`src/rtl/hbridge_gate_ctrl.sv`:
```
// hbridge_gate_ctrl: H-bridge gate sequencer with input filtering and dead time.
//   A requested bridge mode (state_in, plus dir when HBG_DIR_EN is defined) is
//   sampled, filtered for FILTER_LEN stable samples and then applied to the gates.
//   Every change of applied mode passes through an all-gates-off interval of
//   DEADTIME cycles.
// Optional feature macro: HBG_DIR_EN adds the dir port (drive forward/reverse).
// Ports:
//   clk            system clock
//   reset          asynchronous, active-high reset
//   state_in[1:0]  requested mode: 00 brake, 01 short, 10 open, 11 drive
//   dir            drive direction, 0 forward / 1 reverse (HBG_DIR_EN only)
//   gate_hs_a, gate_ls_a, gate_hs_b, gate_ls_b  registered gate enables
//   applied_state[1:0]  mode currently driven on the gates
//   switching      high while the dead interval is running
module hbridge_gate_ctrl #(
  parameter int unsigned DEADTIME   = 16,
  parameter int unsigned FILTER_LEN = 4
) (
  input  logic       clk,
  input  logic       reset,
  input  logic [1:0] state_in,
`ifdef HBG_DIR_EN
  input  logic       dir,
`endif
  output logic       gate_hs_a,
  output logic       gate_ls_a,
  output logic       gate_hs_b,
  output logic       gate_ls_b,
  output logic [1:0] applied_state,
  output logic       switching
);

  localparam int unsigned CNT_W = 8;
  localparam int unsigned REQ_W = 3;  // {dir, mode}

  localparam logic [1:0]       MODE_BRAKE = 2'b00;
  localparam logic [1:0]       MODE_SHORT = 2'b01;
  localparam logic [1:0]       MODE_OPEN  = 2'b10;
  localparam logic [1:0]       MODE_DRIVE = 2'b11;
  localparam logic [REQ_W-1:0] REQ_OPEN   = {1'b0, MODE_OPEN};

  typedef enum logic {HOLD, DEAD} state_t;

  logic [REQ_W-1:0] req_c;
  logic [REQ_W-1:0] sample_q;    // input sample register
  logic [REQ_W-1:0] sample_d_q;  // previous sample, used to detect sample changes
  logic [CNT_W-1:0] filt_cnt_q;
  logic [REQ_W-1:0] target_q;
  logic [REQ_W-1:0] pend_q;      // mode the running dead interval leads to
  logic [REQ_W-1:0] applied_q;
  logic [CNT_W-1:0] dead_cnt_q;
  logic [3:0]       gates_q;     // {hs_a, ls_a, hs_b, ls_b}
  state_t           state_q;

`ifdef HBG_DIR_EN
  assign req_c = {dir, state_in};
`else
  assign req_c = {1'b0, state_in};
`endif

  // Direction only matters in drive; clear it elsewhere so a dir toggle in
  // another mode is not seen as a new target.
  function automatic logic [REQ_W-1:0] norm_req(input logic [REQ_W-1:0] r);
    return {r[2] & (r[1:0] == MODE_DRIVE), r[1:0]};
  endfunction

  function automatic logic [3:0] gate_pattern(input logic [REQ_W-1:0] r);
    logic [3:0] p;
    case (r[1:0])
      MODE_BRAKE: p = 4'b0101;
      MODE_SHORT: p = 4'b1010;
      MODE_OPEN:  p = 4'b0000;
      default:    p = r[2] ? 4'b0110 : 4'b1001;
    endcase
    return p;
  endfunction

  // Input sampling and stability filter; the target is taken once the sample
  // has been unchanged for FILTER_LEN consecutive cycles.
  always_ff @(posedge clk or posedge reset) begin
    if (reset) begin
      sample_q   <= '0;
      sample_d_q <= '0;
      filt_cnt_q <= '0;
      target_q   <= REQ_OPEN;
    end else begin
      sample_q   <= req_c;
      sample_d_q <= sample_q;
      if (sample_q != sample_d_q) begin
        filt_cnt_q <= CNT_W'(1);
      end else if (filt_cnt_q < CNT_W'(FILTER_LEN)) begin
        filt_cnt_q <= filt_cnt_q + CNT_W'(1);
      end
      if (filt_cnt_q == CNT_W'(FILTER_LEN)) begin
        target_q <= norm_req(sample_d_q);
      end
    end
  end

  // Gate sequencer: any target change forces gates off for DEADTIME cycles;
  // a target change during the interval restarts it.
  always_ff @(posedge clk or posedge reset) begin
    if (reset) begin
      state_q    <= HOLD;
      dead_cnt_q <= '0;
      pend_q     <= REQ_OPEN;
      applied_q  <= REQ_OPEN;
      gates_q    <= '0;
      switching  <= 1'b0;
    end else begin
      case (state_q)
        HOLD: begin
          if (target_q != applied_q) begin
            state_q    <= DEAD;
            dead_cnt_q <= CNT_W'(DEADTIME);
            pend_q     <= target_q;
            gates_q    <= '0;
            switching  <= 1'b1;
          end
        end
        DEAD: begin
          if (target_q != pend_q) begin
            dead_cnt_q <= CNT_W'(DEADTIME);
            pend_q     <= target_q;
          end else if (dead_cnt_q == CNT_W'(1)) begin
            state_q    <= HOLD;
            dead_cnt_q <= '0;
            applied_q  <= pend_q;
            gates_q    <= gate_pattern(pend_q);
            switching  <= 1'b0;
          end else begin
            dead_cnt_q <= dead_cnt_q - CNT_W'(1);
          end
        end
      endcase
    end
  end

  assign gate_hs_a     = gates_q[3];
  assign gate_ls_a     = gates_q[2];
  assign gate_hs_b     = gates_q[1];
  assign gate_ls_b     = gates_q[0];
  assign applied_state = applied_q[1:0];

endmodule

```
`config.mk`:
```
export PLATFORM = sky130hd
export DESIGN_NAME = hbridge_gate_ctrl
export DESIGN_NICKNAME = d
export VERILOG_FILES = /design/src/rtl/hbridge_gate_ctrl.sv
export SDC_FILE = /design/constraint.sdc
export NUM_CORES = 1
export LEC_CHECK = 0
export BUFFER_PORTS_ARGS = -buffer_cell sky130_fd_sc_hd__buf_2
export CORE_MARGIN = 3
export CORE_UTILIZATION = 40
export CTS_CLUSTER_DIAMETER = 60
export DETAILED_ROUTE_END_ITERATION = 10
export PLACE_DENSITY = 0.6
export SLEW_MARGIN = 20
export SYNTH_ARGS = -nofsm -noshare
export SYNTH_HDL_FRONTEND = slang
export SYNTH_SLANG_ARGS = --single-unit
```
`constraint.sdc`:
```
create_clock -name clk -period 2.7 [get_ports clk]
set_input_delay 0.54 -clock clk [delete_from_list [all_inputs] [get_ports clk]]
set_output_delay 0.54 -clock clk [all_outputs]
set_load 0.005 [all_outputs]
```
# [Word level (Yosys, flattened, before mapping)]
# Index checks and enable logic that the tools add are counted.
[word_totals] regBits=34 latchBits=0 ramBits=0 romBits=0 inputBits=4 wordCells=54 n_memories=0
[op_classes] add_sub_neg=2 multipliers=0 div_mod_pow=0 magnitude_cmp=1 n_eq_ne=11 n_shift=0 muxes=23 n_bitwise=2 n_reduce_logical=5
[ops] operator="$mux W8" n=5
[ops] operator="$mux W4" n=4
[ops] operator="$pmux W8 S2" n=1
[ops] operator="$pmux W4 S3" n=1
[ops] operator="$add A8 B1 Y8 const B" n=1
[ops] operator="$eq A8 B1 Y1 const B" n=1
[ops] operator="$eq A8 B3 Y1 const B" n=1
[ops] operator="$lt A8 B3 Y1 const B" n=1
[ops] operator="$pmux W4 S2" n=1
[ops] operator="$sub A8 B1 Y8 const B" n=1
[ops] operator="$mux W1" n=6
[ops] operator="$mux W3" n=2
[ops] operator="$ne A2 B3 Y1" n=2
[ops] operator="$pmux W3 S2" n=1
[ops] operator="$reduce_and A3 Y1" n=2
[ops] operator="$ne A2 B1 Y1 const B" n=2
[ops] operator="$ne A2 B2 Y1 const B" n=2
[ops] operator="$pmux W1 S2" n=2
[ops] operator="$eq A2 B1 Y1 const B" n=1
[ops] operator="$eq A2 B2 Y1 const B" n=1
[ops] operator="$logic_not A2 Y1" n=1
[ops] operator="$ne A2 B2 Y1" n=1
[ops] operator="$not A1 Y1" n=2
[ops] operator="$reduce_and A2 Y1" n=1
[ops] operator="$reduce_bool A2 Y1" n=1

# [Depth between registers and ports, before layout]
[depth] word_depth=5 depth_mapped=6 depth_no_buf=6

# [Worst setup path before layout]
# No wires, ideal clock.
[synth_timing] path_type="register -> register" from="register dead_cnt_q[1]" to="register applied_q[0]" setup_ns=0.125 t_arrival_ns=1.557 t_required_ns=2.575 path_slack_ns=1.018 path_stages_with_launch=7 n_path_buf=0 period_less_slack_ns=1.682 path_cell_list="dfrtp_1 > inv_1 > ha_1 > nor4b_4 > nand2_1 > nor2_2 > mux2_2"
[synth_via] elab_chain_len=2
[synth_lines] item="from (decl)" line_no="51" source="logic [CNT_W-1:0] dead_cnt_q;"
[synth_lines] item="from (signal assigned)" line_no="115" source="dead_cnt_q <= CNT_W'(DEADTIME);"
[synth_lines] item="from (signal assigned)" line_no="123" source="dead_cnt_q <= CNT_W'(DEADTIME);"
[synth_lines] item="from (signal assigned)" line_no="132" source="dead_cnt_q <= dead_cnt_q - CNT_W'(1);"
[synth_lines] item="$eq A8 B1 Y1" line_no="125" source="end else if (dead_cnt_q == CNT_W'(1)) begin"
[synth_lines] item="$reduce_and A3 Y1 (no source line)"
[synth_lines] item="to (signal assigned)" line_no="128" source="applied_q <= pend_q;"
[synth_lines] item="to (decl)" line_no="50" source="logic [REQ_W-1:0] applied_q;"
# Every way passes these cells.
# A chain may end at the register's enable or synchronous reset.

# [Worst setup path after layout]
# Ends and elaborated chain as after synthesis.

==> key figures <==
Outcome
  • Outcome: complete, no violations

Run
  • Max_cap viols: 0

Synthesis
  • Synth Register Bits: 32
  • Mapped Area: 1460 um^2
  • Gate Count Post-Synth: 125
  • Seq/Total Area, Yosys: 0.553
  • Ys Warns: 0
  • Library cells used by synthesis: 36
  • Post-synth net total: 135
  • Syn Area/Cell: roughly 12 um^2

Clocking
  • Clk slew on worst S/H paths: around 100 ps
  • CTS tree: done
  • Clock sink total: 32
  • Later-pin clock latency in the skew report: approximately 330 ps
  • PostCTS Resize Cnt: 0
  • Total setup buffers inserted after CTS: 0
  • CTS root buffer: clkbuf_4
  • CTS Hold Bufs: 0
  • Clock buffer depth: 2
  • Num CTS Buffers: 5
  • CTS H-tree depth: 2

Route
  • WL final: around 2400 um
  • Final ANT Viol Nets: 0
  • Vias: 977
  • Drt wl/cell: 12.9 um
  • Initial DRC count: 36
  • Drt pass-1 iters: 4
  • DRC: 0
  • Vias per std cell: approximately 5.1

Setup path
  • R2R Path Start: dead_cnt_q[1]$_DFFE_PP0P_
  • CP max-delay cell: dfrtp_1
  • Setup CP Type: register to register
  • CP cell instances: inv_1, ha_1, nor4b_4, nand2_1, nor2_2, mux2_2
  • Crit. End Element: register
  • CP Data Arrival Time: 2150 ps
  • Reg2Reg Depth: 6
  • CP required: 2930 ps
  • CP Launch Type: register
  • Largest stage delay on the critical path: 410 ps
  • Crit-path max FO: 8
  • Worst r2r dst: applied_q[0]$_DFFE_PP0P_
  • Internal reg-to-reg setup slack: 770 ps

Timing
  • Final worst slack: 775 ps
  • Final Skew: 10.3 ps
  • Post-route minimum period: 1930 ps
  • Worst relative slew slack: 0.703
  • Unrepaired setup endpoints after global routing: false
  • Final Hold Fails: 0
  • Worst slew pin tran: 443 ps
  • Final Cycle Share: 0.713
  • Total negative slack: 0 ps
  • Final setup violation count: 0
  • Slew Viols, Final: 0
  • FMAX: about 0.52 GHz

Place
  • Post-Place Setup Slack: between 700 and 800 ps
  • Detail Placement HPWL: 1720 um
  • Port Buf Inserts: 10
  • GPL Wtd Cong: roughly 0.82

Floorplanning
  • Core ar.: 3420 um^2
  • I/O pin cnt: 11
  • Initial core utilization: 0.426
  • Die Y: 66.3 um
  • Row count: 21
  • Die ar.: 4400 um^2
  • Die extent in x: 66.3 um

Finish
  • Core Util, Final: 0.477
  • Nets: 153
  • FILL cells: 331
  • Number of diodes: 0
  • Fraction of layout cells with a size suffix above 1: 0.243
  • Area growth from synthesis to layout: 12.0%

Global routing
  • Initial antenna violation count: 0
  • Tot GR Track Use: 0.126
  • Largest net degree at the start of global routing: 33
  • Global route overflow: 0
  • First-pass GRT wire length: 4080 um
  • Vias in the first global route: 931

Power and ir drop
  • Pwr dens: about 1000 nW/um^2
  • Worst vdd ir: 364 uV
  • Leak: ~0.77 nW

Hold path
  • Worst hold path type: input port to asynchronous set/reset pin
[cells in the final DEF, fill, tap and decap left out, types with 5 or more instances in the layout]
| master | netlist | layout |
|---|---|---|
| buf_2 | 0 | 10 |
| nor2_1 | 5 | 5 |
| nand2_1 | 10 | 10 |
| and2_1 | 6 | 6 |
| dfrtp_1 | 29 | 29 |
| inv_1 | 10 | 10 |
| o21ai_0 | 8 | 8 |
| ha_1 | 6 | 6 |
| xnor2_1 | 5 | 5 |
| clkbuf_4 | 0 | 5 |
[flip-flops by register name (all words and copies together), names as in the netlist, 2 cells and up]
| signal | count |
|---|---|
| dead_cnt_q | 8 |
| filt_cnt_q | 8 |
| gates_q | 4 |
| applied_q | 2 |
| pend_q | 2 |
| sample_d_q | 2 |
| sample_q | 2 |
| target_q | 2 |
[Yosys cell counts]
cell | count | area share
dfrtp_1 | 29 | 0.50
inv_1 | 10 | 0.026
nand2_1 | 10 | 0.026
o21ai_0 | 8 | 0.028
and2_1 | 6 | 0.026
ha_1 | 6 | 0.052
nor2_1 | 5 | 0.013
xnor2_1 | 5 | 0.030
a22o_2 | 4 | 0.028
mux2_2 | 4 | 0.031
nor3_1 | 4 | 0.014
a21oi_1 | 3 | 0.010
dfstp_2 | 3 | 0.054
and3_1 | 2 | 0.0086
nand3b_1 | 2 | 0.010
nor4_1 | 2 | 0.0086
o2bb2ai_1 | 2 | 0.012
xor2_1 | 2 | 0.012
a21o_2 | 1 | 0.0060
a22o_1 | 1 | 0.0060
a31oi_1 | 1 | 0.0043
a32oi_1 | 1 | 0.0060
and3b_1 | 1 | 0.0060
and4b_2 | 1 | 0.0077
mux2i_1 | 1 | 0.0069
nand2b_1 | 1 | 0.0043
nand3_1 | 1 | 0.0034
nand3_2 | 1 | 0.0069
nor2_2 | 1 | 0.0043
nor3_2 | 1 | 0.0069
nor4b_4 | 1 | 0.016
o21bai_1 | 1 | 0.0052
o22ai_1 | 1 | 0.0043
o311ai_0 | 1 | 0.0060
or4_1 | 1 | 0.0052
or4_4 | 1 | 0.0077
[cells by family (layout without fill, tap and decap cells)]
logic type,count (synthesis),count (layout),synth area share
and+or+nand+nor,41,41,0.175
muxes,5,5,0.0378
DFF,32,32,0.553
AOI/OAI and AO/OA,24,24,0.115
adders and majority gates,6,6,0.0516
buffers and inverters,10,29,0.0258
xor gates and xnor gates,7,7,0.0421
[through the flow]
step	std cells	hold slack, ps	instance area (um^2)	total power [mW]
6_report	190	271	1630	1.68
5_1_grt	190	288	1630	1.80
4_1_cts	190	280	1630	1.69
3_5_place_dp	182	384	1570	1.40
3_3_place_gp	182	377	1570	1.39
2_1_floorplan	125	372	1460	1.22
[critical path: cells and delay by family, from the launching register on]
family	cells	cell delay (ps)
adders and majority gates	1	180
buffers and inverters	1	100
DFF	1	410
muxes	1	370
and+or+nand+nor	3	760
[layout make-up]
type,instances,area (um^2),area share
Tap cell,46,57.6,0.0353
Sequential cell,32,805,0.494
Multi-Input combinational cell,83,613,0.376
Clock buffer,8,58.8,0.0361
Timing Repair Buffer,11,57.6,0.0353
Inverter,10,37.5,0.0230
[report_power, final]
group	total (mW)	switching [mW]	internal (mW)
registers	0.746	0.124	0.622
clock network	0.287	0.158	0.128
logic	0.650	0.352	0.299
total	1.68	0.633	1.05
[per-layer routing]
layer / global-route usage / up-vias / share of wire
met1: 0.155 / 480 / 0.48
li1: - / 475 / -
met5: 0 / - / 0
met3: 0.0459 / 7 / 0.036
met2: 0.190 / 15 / 0.46
met4: 0.0685 / 0 / 0.021
[how the worst max path moves through the flow]
stage / cells after the start / end / slack (ps) / from
3_3_place_gp: 6 / applied_q[0]$_DFFE_PP0P_ / 890 / dead_cnt_q[1]$_DFFE_PP0P_
3_5_place_dp: 6 / applied_q[0]$_DFFE_PP0P_ / 790 / dead_cnt_q[1]$_DFFE_PP0P_
6_report: 6 / applied_q[0]$_DFFE_PP0P_ / 770 / dead_cnt_q[1]$_DFFE_PP0P_
2_1_floorplan: 6 / applied_q[0]$_DFFE_PP0P_ / 1020 / dead_cnt_q[1]$_DFFE_PP0P_
5_1_grt: 6 / applied_q[0]$_DFFE_PP0P_ / 600 / dead_cnt_q[1]$_DFFE_PP0P_
4_1_cts: 6 / applied_q[0]$_DFFE_PP0P_ / 760 / dead_cnt_q[1]$_DFFE_PP0P_
No activity file was read; power rests on OpenSTA's default activity.
